`src/rtl/ramp_seq_pkg.sv`:
```
// Shared types and constants for the ramp conversion sequencer and its comparator sampler.
package ramp_seq_pkg;

  typedef enum logic [2:0] {
    IDLE   = 3'd0,
    SETTLE = 3'd1,
    RAMP   = 3'd2,
    DRAIN  = 3'd3,
    DONE   = 3'd4
  } seq_state_t;

  localparam int DRAIN_CYCLES = 32'd2;
  localparam int SYNC_STAGES  = 32'd2;

  function automatic int timer_width(input int cycles);
    return (cycles <= 32'd1) ? 32'd1 : $clog2(cycles);
  endfunction

  function automatic int acc_width(input int width, input int avg_log2);
    return width + avg_log2;
  endfunction

endpackage

```
`src/rtl/comp_edge_sync.sv`:
```
// Multi-flop synchroniser followed by a rising-edge detector; clr restarts edge detection
// so a level that is already high counts as a fresh edge.
module comp_edge_sync
  import ramp_seq_pkg::*;
(
  input  logic clk,
  input  logic rst_n,
  input  logic clr,
  input  logic d,
  output logic rise
);

  logic [SYNC_STAGES-1:0] sync_r;
  logic                   prev_r;

  // Synchroniser shift chain and previous-value flop of the edge detector
  always_ff @(posedge clk or negedge rst_n) begin
    if (!rst_n) begin
      sync_r <= {SYNC_STAGES{1'b0}};
      prev_r <= 1'b0;
    end else begin
      sync_r <= {sync_r[SYNC_STAGES-2:0], d};
      prev_r <= clr ? 1'b0 : sync_r[SYNC_STAGES-1];
    end
  end

  assign rise = sync_r[SYNC_STAGES-1] & ~prev_r;

endmodule

```
`src/rtl/ramp_conversion_sequencer.sv`:
```
// Single-slope ADC conversion sequencer: settle, ramp, capture at comparator crossing, hand off.
// Optional multi-pass averaging is enabled by defining RAMP_SEQ_AVG_EN.
module ramp_conversion_sequencer
  import ramp_seq_pkg::*;
#(
  parameter int WIDTH         = 8,
  parameter int SETTLE_CYCLES = 4,
  parameter int AVG_LOG2      = 2
) (
  input  logic             clk,
  input  logic             rst_n,
  input  logic             start,
  input  logic             continuous,
  input  logic             comp,
  output logic [WIDTH-1:0] counter,
  output logic             ramp_rst,
  output logic             ramp_en,
  output logic             busy,
  output logic [WIDTH-1:0] result,
  output logic             result_valid,
  input  logic             result_ready,
  output logic             overflow
);

  localparam int               TW         = timer_width(SETTLE_CYCLES);
  localparam logic [TW-1:0]    TIMER_LOAD = TW'(SETTLE_CYCLES - 1);
  localparam logic [1:0]       DRAIN_LAST = 2'(DRAIN_CYCLES - 1);
  localparam logic [WIDTH-1:0] CODE_MAX   = {WIDTH{1'b1}};

  seq_state_t       state_r, next_s;
  logic [TW-1:0]    timer_r;
  logic [1:0]       drain_r;
  logic [WIDTH-1:0] cnt_d1_r, cnt_d2_r;
  logic             rise_s, enter_ramp_s, cap_s, last_pass_s;
  logic [WIDTH-1:0] code_s;

  comp_edge_sync u_comp_sync (
    .clk  (clk),
    .rst_n(rst_n),
    .clr  (enter_ramp_s),
    .d    (comp),
    .rise (rise_s)
  );

  // Next-state selection
  always_comb begin
    next_s = state_r;
    case (state_r)
      IDLE:   if (start) next_s = SETTLE; else next_s = IDLE;
      SETTLE: if (timer_r == {TW{1'b0}}) next_s = RAMP; else next_s = SETTLE;
      RAMP: begin
        if (rise_s)                 next_s = DRAIN;
        else if (counter == CODE_MAX) next_s = last_pass_s ? DONE : SETTLE;
        else                        next_s = RAMP;
      end
      DRAIN:  if (drain_r == DRAIN_LAST) next_s = last_pass_s ? DONE : SETTLE; else next_s = DRAIN;
      DONE: begin
        if (result_valid && result_ready) next_s = continuous ? SETTLE : IDLE;
        else                              next_s = DONE;
      end
      default: next_s = IDLE;
    endcase
  end

  assign enter_ramp_s = (state_r == SETTLE) && (next_s == RAMP);
  assign cap_s        = (state_r == RAMP) && (rise_s || (counter == CODE_MAX));
  // A crossing reports the code seen when the first sync flop sampled it
  assign code_s       = rise_s ? cnt_d2_r : CODE_MAX;

  // State register and registered front-end strobes
  always_ff @(posedge clk or negedge rst_n) begin
    if (!rst_n) begin
      state_r      <= IDLE;
      ramp_rst     <= 1'b1;
      ramp_en      <= 1'b0;
      busy         <= 1'b0;
      result_valid <= 1'b0;
    end else begin
      state_r      <= next_s;
      ramp_rst     <= (next_s == IDLE) || (next_s == SETTLE) || (next_s == DONE);
      ramp_en      <= (next_s == RAMP);
      busy         <= (next_s != IDLE);
      result_valid <= (next_s == DONE);
    end
  end

  // Settle and drain timers
  always_ff @(posedge clk or negedge rst_n) begin
    if (!rst_n) begin
      timer_r <= {TW{1'b0}};
      drain_r <= 2'd0;
    end else begin
      if ((next_s == SETTLE) && (state_r != SETTLE)) timer_r <= TIMER_LOAD;
      else if ((state_r == SETTLE) && (timer_r != {TW{1'b0}})) timer_r <= timer_r - TW'(1);
      drain_r <= (state_r == DRAIN) ? drain_r + 2'd1 : 2'd0;
    end
  end

  // Ramp counter and its latency-matching delay line
  always_ff @(posedge clk or negedge rst_n) begin
    if (!rst_n) begin
      counter  <= {WIDTH{1'b0}};
      cnt_d1_r <= {WIDTH{1'b0}};
      cnt_d2_r <= {WIDTH{1'b0}};
    end else begin
      if (next_s == SETTLE) counter <= {WIDTH{1'b0}};
      else if ((state_r == RAMP) && (next_s == RAMP)) counter <= counter + WIDTH'(1);
      if (state_r == SETTLE) begin
        cnt_d1_r <= {WIDTH{1'b0}};
        cnt_d2_r <= {WIDTH{1'b0}};
      end else begin
        cnt_d1_r <= counter;
        cnt_d2_r <= cnt_d1_r;
      end
    end
  end

`ifdef RAMP_SEQ_AVG_EN
  localparam int ACC_W = acc_width(WIDTH, AVG_LOG2);

  logic [AVG_LOG2-1:0] pass_r;
  logic [ACC_W-1:0]    acc_r, acc_sum_s;
  logic                ovf_acc_r;

  assign last_pass_s = &pass_r;
  assign acc_sum_s   = acc_r + ACC_W'(code_s);

  // Pass counting, accumulation and final averaged result
  always_ff @(posedge clk or negedge rst_n) begin
    if (!rst_n) begin
      pass_r    <= {AVG_LOG2{1'b0}};
      acc_r     <= {ACC_W{1'b0}};
      ovf_acc_r <= 1'b0;
      result    <= {WIDTH{1'b0}};
      overflow  <= 1'b0;
    end else begin
      if (((state_r == IDLE) || (state_r == DONE)) && (next_s == SETTLE)) begin
        pass_r    <= {AVG_LOG2{1'b0}};
        acc_r     <= {ACC_W{1'b0}};
        ovf_acc_r <= 1'b0;
      end else if (next_s == SETTLE) begin
        pass_r <= pass_r + AVG_LOG2'(1);
      end
      if (cap_s) begin
        acc_r     <= acc_sum_s;
        ovf_acc_r <= ovf_acc_r | ~rise_s;
        if (last_pass_s) begin
          result   <= WIDTH'(acc_sum_s >> AVG_LOG2);
          overflow <= ovf_acc_r | ~rise_s;
        end
      end
    end
  end
`else
  logic unused_avg_s;

  assign last_pass_s  = 1'b1;
  assign unused_avg_s = (AVG_LOG2 != 32'd0);

  // Single-pass result capture
  always_ff @(posedge clk or negedge rst_n) begin
    if (!rst_n) begin
      result   <= {WIDTH{1'b0}};
      overflow <= 1'b0;
    end else if (cap_s) begin
      result   <= code_s;
      overflow <= ~rise_s;
    end
  end
`endif

endmodule
```
`config.mk`:
```
export PLATFORM = sky130hd
export DESIGN_NAME = ramp_conversion_sequencer
export DESIGN_NICKNAME = d
export VERILOG_FILES = /design/src/rtl/ramp_seq_pkg.sv /design/src/rtl/comp_edge_sync.sv /design/src/rtl/ramp_conversion_sequencer.sv
export SDC_FILE = /design/constraint.sdc
export NUM_CORES = 1
export LEC_CHECK = 0
export ABC_CLOCK_PERIOD_IN_PS = 4300
export BUFFER_PORTS_ARGS = -buffer_cell sky130_fd_sc_hd__clkbuf_2
export CORE_AREA = 8 8 73 75
export DETAILED_ROUTE_END_ITERATION = 16
export DIE_AREA = 0 0 81 83
export GPL_ROUTABILITY_DRIVEN = 0
export HOLD_SLACK_MARGIN = 0.08
export PLACE_DENSITY = 0.68
export SETUP_SLACK_MARGIN = 0.02
export SKIP_LAST_GASP = 1
export SYNTH_ARGS = -nofsm -noshare
export SYNTH_HDL_FRONTEND = slang
export SYNTH_SLANG_ARGS = --single-unit
export TNS_END_PERCENT = 30
```
`constraint.sdc`:
```
create_clock -name clk -period 4.3 [get_ports clk]
set_input_delay 0.645 -clock clk [delete_from_list [all_inputs] [get_ports clk]]
set_output_delay 0.645 -clock clk [all_outputs]
set_load 0.05 [all_outputs]
```
==> results.tsv <==
stage	metric	value	unit
outcome	status	completed	
critical_path	CP Buf/Inv Count	1	
critical_path	Crit path max-delay family	compound AO/OA/AOI/OAI gates	
route	drt initial violations	70	
pwr	switching part of the total power	46.95	%
global_routing	initial antenna violation count	0	
floorplanning	Die Ht	83	um
synthesis	Mapped Cells	169	
worst_hold_path	Hold Path Stages	0	
place	Place WS	2.072	ns
critical_path	CP max stage cell	dfrtp_1	
route	Routed Antenna Nets	0	
sta	post-layout min period	2.284	ns
pwr	Power Density	741.6	nW/um2
place	DP HPWL	2718	um
global_routing	gr ovfl total	0	
place	IO Port Bufs	26	
sta	setup TNS	0	ns
synthesis	Mean Syn Cell Area	11.80	um2
sta	Tightest Pin Transition	1.115	ns
clock_network	CTS sink cnt	47	
route	per-cell routed wire length	15.17	um
critical_path	Reg-to-Reg Start	counter[1]	
route	drt drc	0	
critical_path	CP cell instances	ha_1 -> nand4_1 -> o21a_1 -> nor2_4 -> clkinv_1 -> a21o_1 -> a31oi_1	
run	maxcap violations	0	
critical_path	CP max FO	14	
critical_path	worst reg2reg path endpoint	counter[7]	
route	routed vias	1380	
global_routing	total global-route track usage	12.50	%
synthesis	Syn Nets	178	
route	total wire length	3762	um
floorplanning	number of I/O pins	27	
clock_network	CTS root buffer	clkbuf_8	
floorplanning	Rows	24	
synthesis	post-synthesis sequential area ratio	59.03	%
synthesis	area of the mapped netlist	1994	um2
clock_network	H-tree Lvls	2	
synthesis	dominant cell type by area after synthesis	dfrtp_1	
sta	fin worst setup slack	2.016	ns
critical_path	Register-to-Register Path Depth	7	
cells_and_area	most frequent cells in the layout	46 x dfrtp_1, 26 x clkbuf_2, 15 x nor2b_1	
clock_network	Worst-Skew Late Latency	0.29	ns
pwr	Internal Power	874.7	uW
pwr	worst-case vdd ir drop	0.2934	mV
place	placed cell count	240	
global_routing	first-pass GRT wire length	6665	um
sta	RSZ-0062 raised after global routing	false	
cells_and_area	diode count	0	
sta	Final Setup Violations	0	
clock_network	CTS Buf Count	5	
floorplanning	Die W	81	um
sta	final worst-path cycle share	53.11	%
cells_and_area	synth-to-layout area growth	11.48	%
critical_path	crit path kind	reg -> reg	
critical_path	largest stage delay on the critical path	0.49	ns
critical_path	critical path arrival	2.50	ns
synthesis	Synth Register Bits	47	
cells_and_area	nets	204	
clock_network	Bufs on Longest Clock Path	2	
critical_path	CP Capture Type	flip-flop	
clock_network	CTS clk-pin slew, worst paths	0.08	ns
pwr	sequential share of power	37.8	%
floorplanning	die area	6723	um2
clock_network	Post-CTS Resized	0	
pwr	switching power	774.1	uW
pwr	leak pwr	1.062	nW
sta	Worst Skew	0.007362	ns
sta	Slew headroom	25.69	%
floorplanning	total core area	4204	um2
worst_hold_path	min-delay src	u_comp_sync.sync_r[0]	
cells_and_area	share of cells above drive strength 1	21.94	%
cells_and_area	Non-Filler Instances	248	
synthesis	post-synth top area share	57.72	%
synthesis	Ys Warns	0	
cells_and_area	commonest non-fill, non-tap cell in the layout	dfrtp_1	
worst_hold_path	worst hold path class	reg -> reg	
global_routing	largest net degree at the start of global routing	48	
floorplanning	Starting Density	47.44	%
global_routing	vias in the first global route	1391	
synthesis	ys flop type	dfrtp_1	
critical_path	reg-to-reg slack, setup	2.02	ns
route	DR vias/cell	5.565	
clock_network	CTS Hold Bufs	0	
clock_network	CTS tree	built	
pwr	Clk pwr share	15.1	%
clock_network	Setup Fix Bufs, Post-CTS	0	
route	1st-pass router iterations	4	
critical_path	Startpoint Class	flip-flop	
sta	pins over their slew limit	0	
sta	Hold Fails Final Rpt	0	
critical_path	CP Data Required Time	4.51	ns
pwr	combinational power share	47.1	%
sta	FMAX	437.9	MHz
synthesis	Cell variety after synth	41	
synthesis	Post-synth EDFFs	0	
synthesis	most area-consuming cells after synthesis	dfrtp_1 58%, nor2b_1 4.7%, o22a_1 3.5%	
synthesis	Post-synth ARST share	100.0	%
worst_hold_path	WHS Endpoint	u_comp_sync.sync_r[1]	
## registers in the layout, indices dropped and copies added, names as in the netlist, 2 cells and up
name,flops
counter,8
state_r,3
timer_r,2
cnt_d2_r,8
u_comp_sync.sync_r,2
drain_r,2
result,8
cnt_d1_r,8
## worst register-to-register path, stage by stage, from the launching register on
cell and delay (ns):
dfrtp_1 0.49, ha_1 0.29, nand4_1 0.22, o21a_1 0.28, nor2_4 0.26, clkinv_1 0.29, a21o_1 0.23, a31oi_1 0.16
## routing by layer
metal  GRT usage, %  share of wire (%)  up-vias
met5              0                  0        -
met4          5.041                2.4        0
met3          4.310                6.4       11
met2          18.03                 47       44
met1          16.58                 44      680
li1               -                  -      645
## logic make-up after synthesis
kind of cell               share of synthesized area (%)
AOI/OAI and AO/OA                                  16.62
buffers and inverters                              4.642
muxes                                              1.004
and+or+nand+nor                                    16.81
adders and majority gates                          1.882
DFF                                                59.03
## cells in the mapped netlist, types with 2 or more instances
master	n
or2b_1	2
nor3_1	3
clkbuf_1	2
mux2i_1	2
o22ai_1	2
nand2b_1	3
buf_6	2
nand3_1	7
nand2_1	5
ha_1	3
o31a_1	2
nor2_1	10
o21a_1	2
o211ai_1	3
nand4_1	5
a31oi_1	5
dfrtp_1	46
inv_2	2
o22a_1	8
buf_2	2
nor2b_1	15
inv_1	9
o21ai_0	5
a21oi_1	7
## through the flow
stage          power (mW)  area, um2  util (%)  hold WS (ns)
6_report            1.649       2223     52.89        0.3602
5_1_grt             1.760       2223     52.89        0.3743
4_1_cts             1.662       2223     52.89        0.3623
3_5_place_dp        1.410       2142     50.95        0.3434
3_3_place_gp        1.383       2142     50.95        0.3329
2_1_floorplan       1.274       1994         -        0.3312
## area by class of cell
type,count,area (um2)
Tap cell,52,65.06
Timing Repair Buffer,26,130.1
Multi-Input combinational cell,103,724.4
Fill cell,398,1981
Clock buffer,7,76.32
Inverter,12,45.04
Clock inverter,1,5.005
Sequential cell,47,1177
## how the worst max path moves through the flow
stage                     depth (start not counted)         end  slack (ns)       start
final                                             7  counter[7]        2.02  counter[1]
after floorplan                                   7  counter[7]        2.18  counter[0]
after global placement                            7  counter[3]        2.12       start
after global routing                              7  counter[2]        1.81  counter[1]
after detailed placement                          7  counter[3]        2.07       start
after CTS                                         7  counter[7]        2.07  counter[1]
## power by group through the flow
stage,sequential (mW),clock (mW),combinational [mW]
after detailed placement,0.633,0,0.777
after CTS,0.624,0.258,0.780
after global routing,0.643,0.274,0.843
after global placement,0.625,0,0.758
final,0.623,0.248,0.777
after floorplan,0.825,0,0.449
Note: power is estimated with default switching activity, not from simulation.
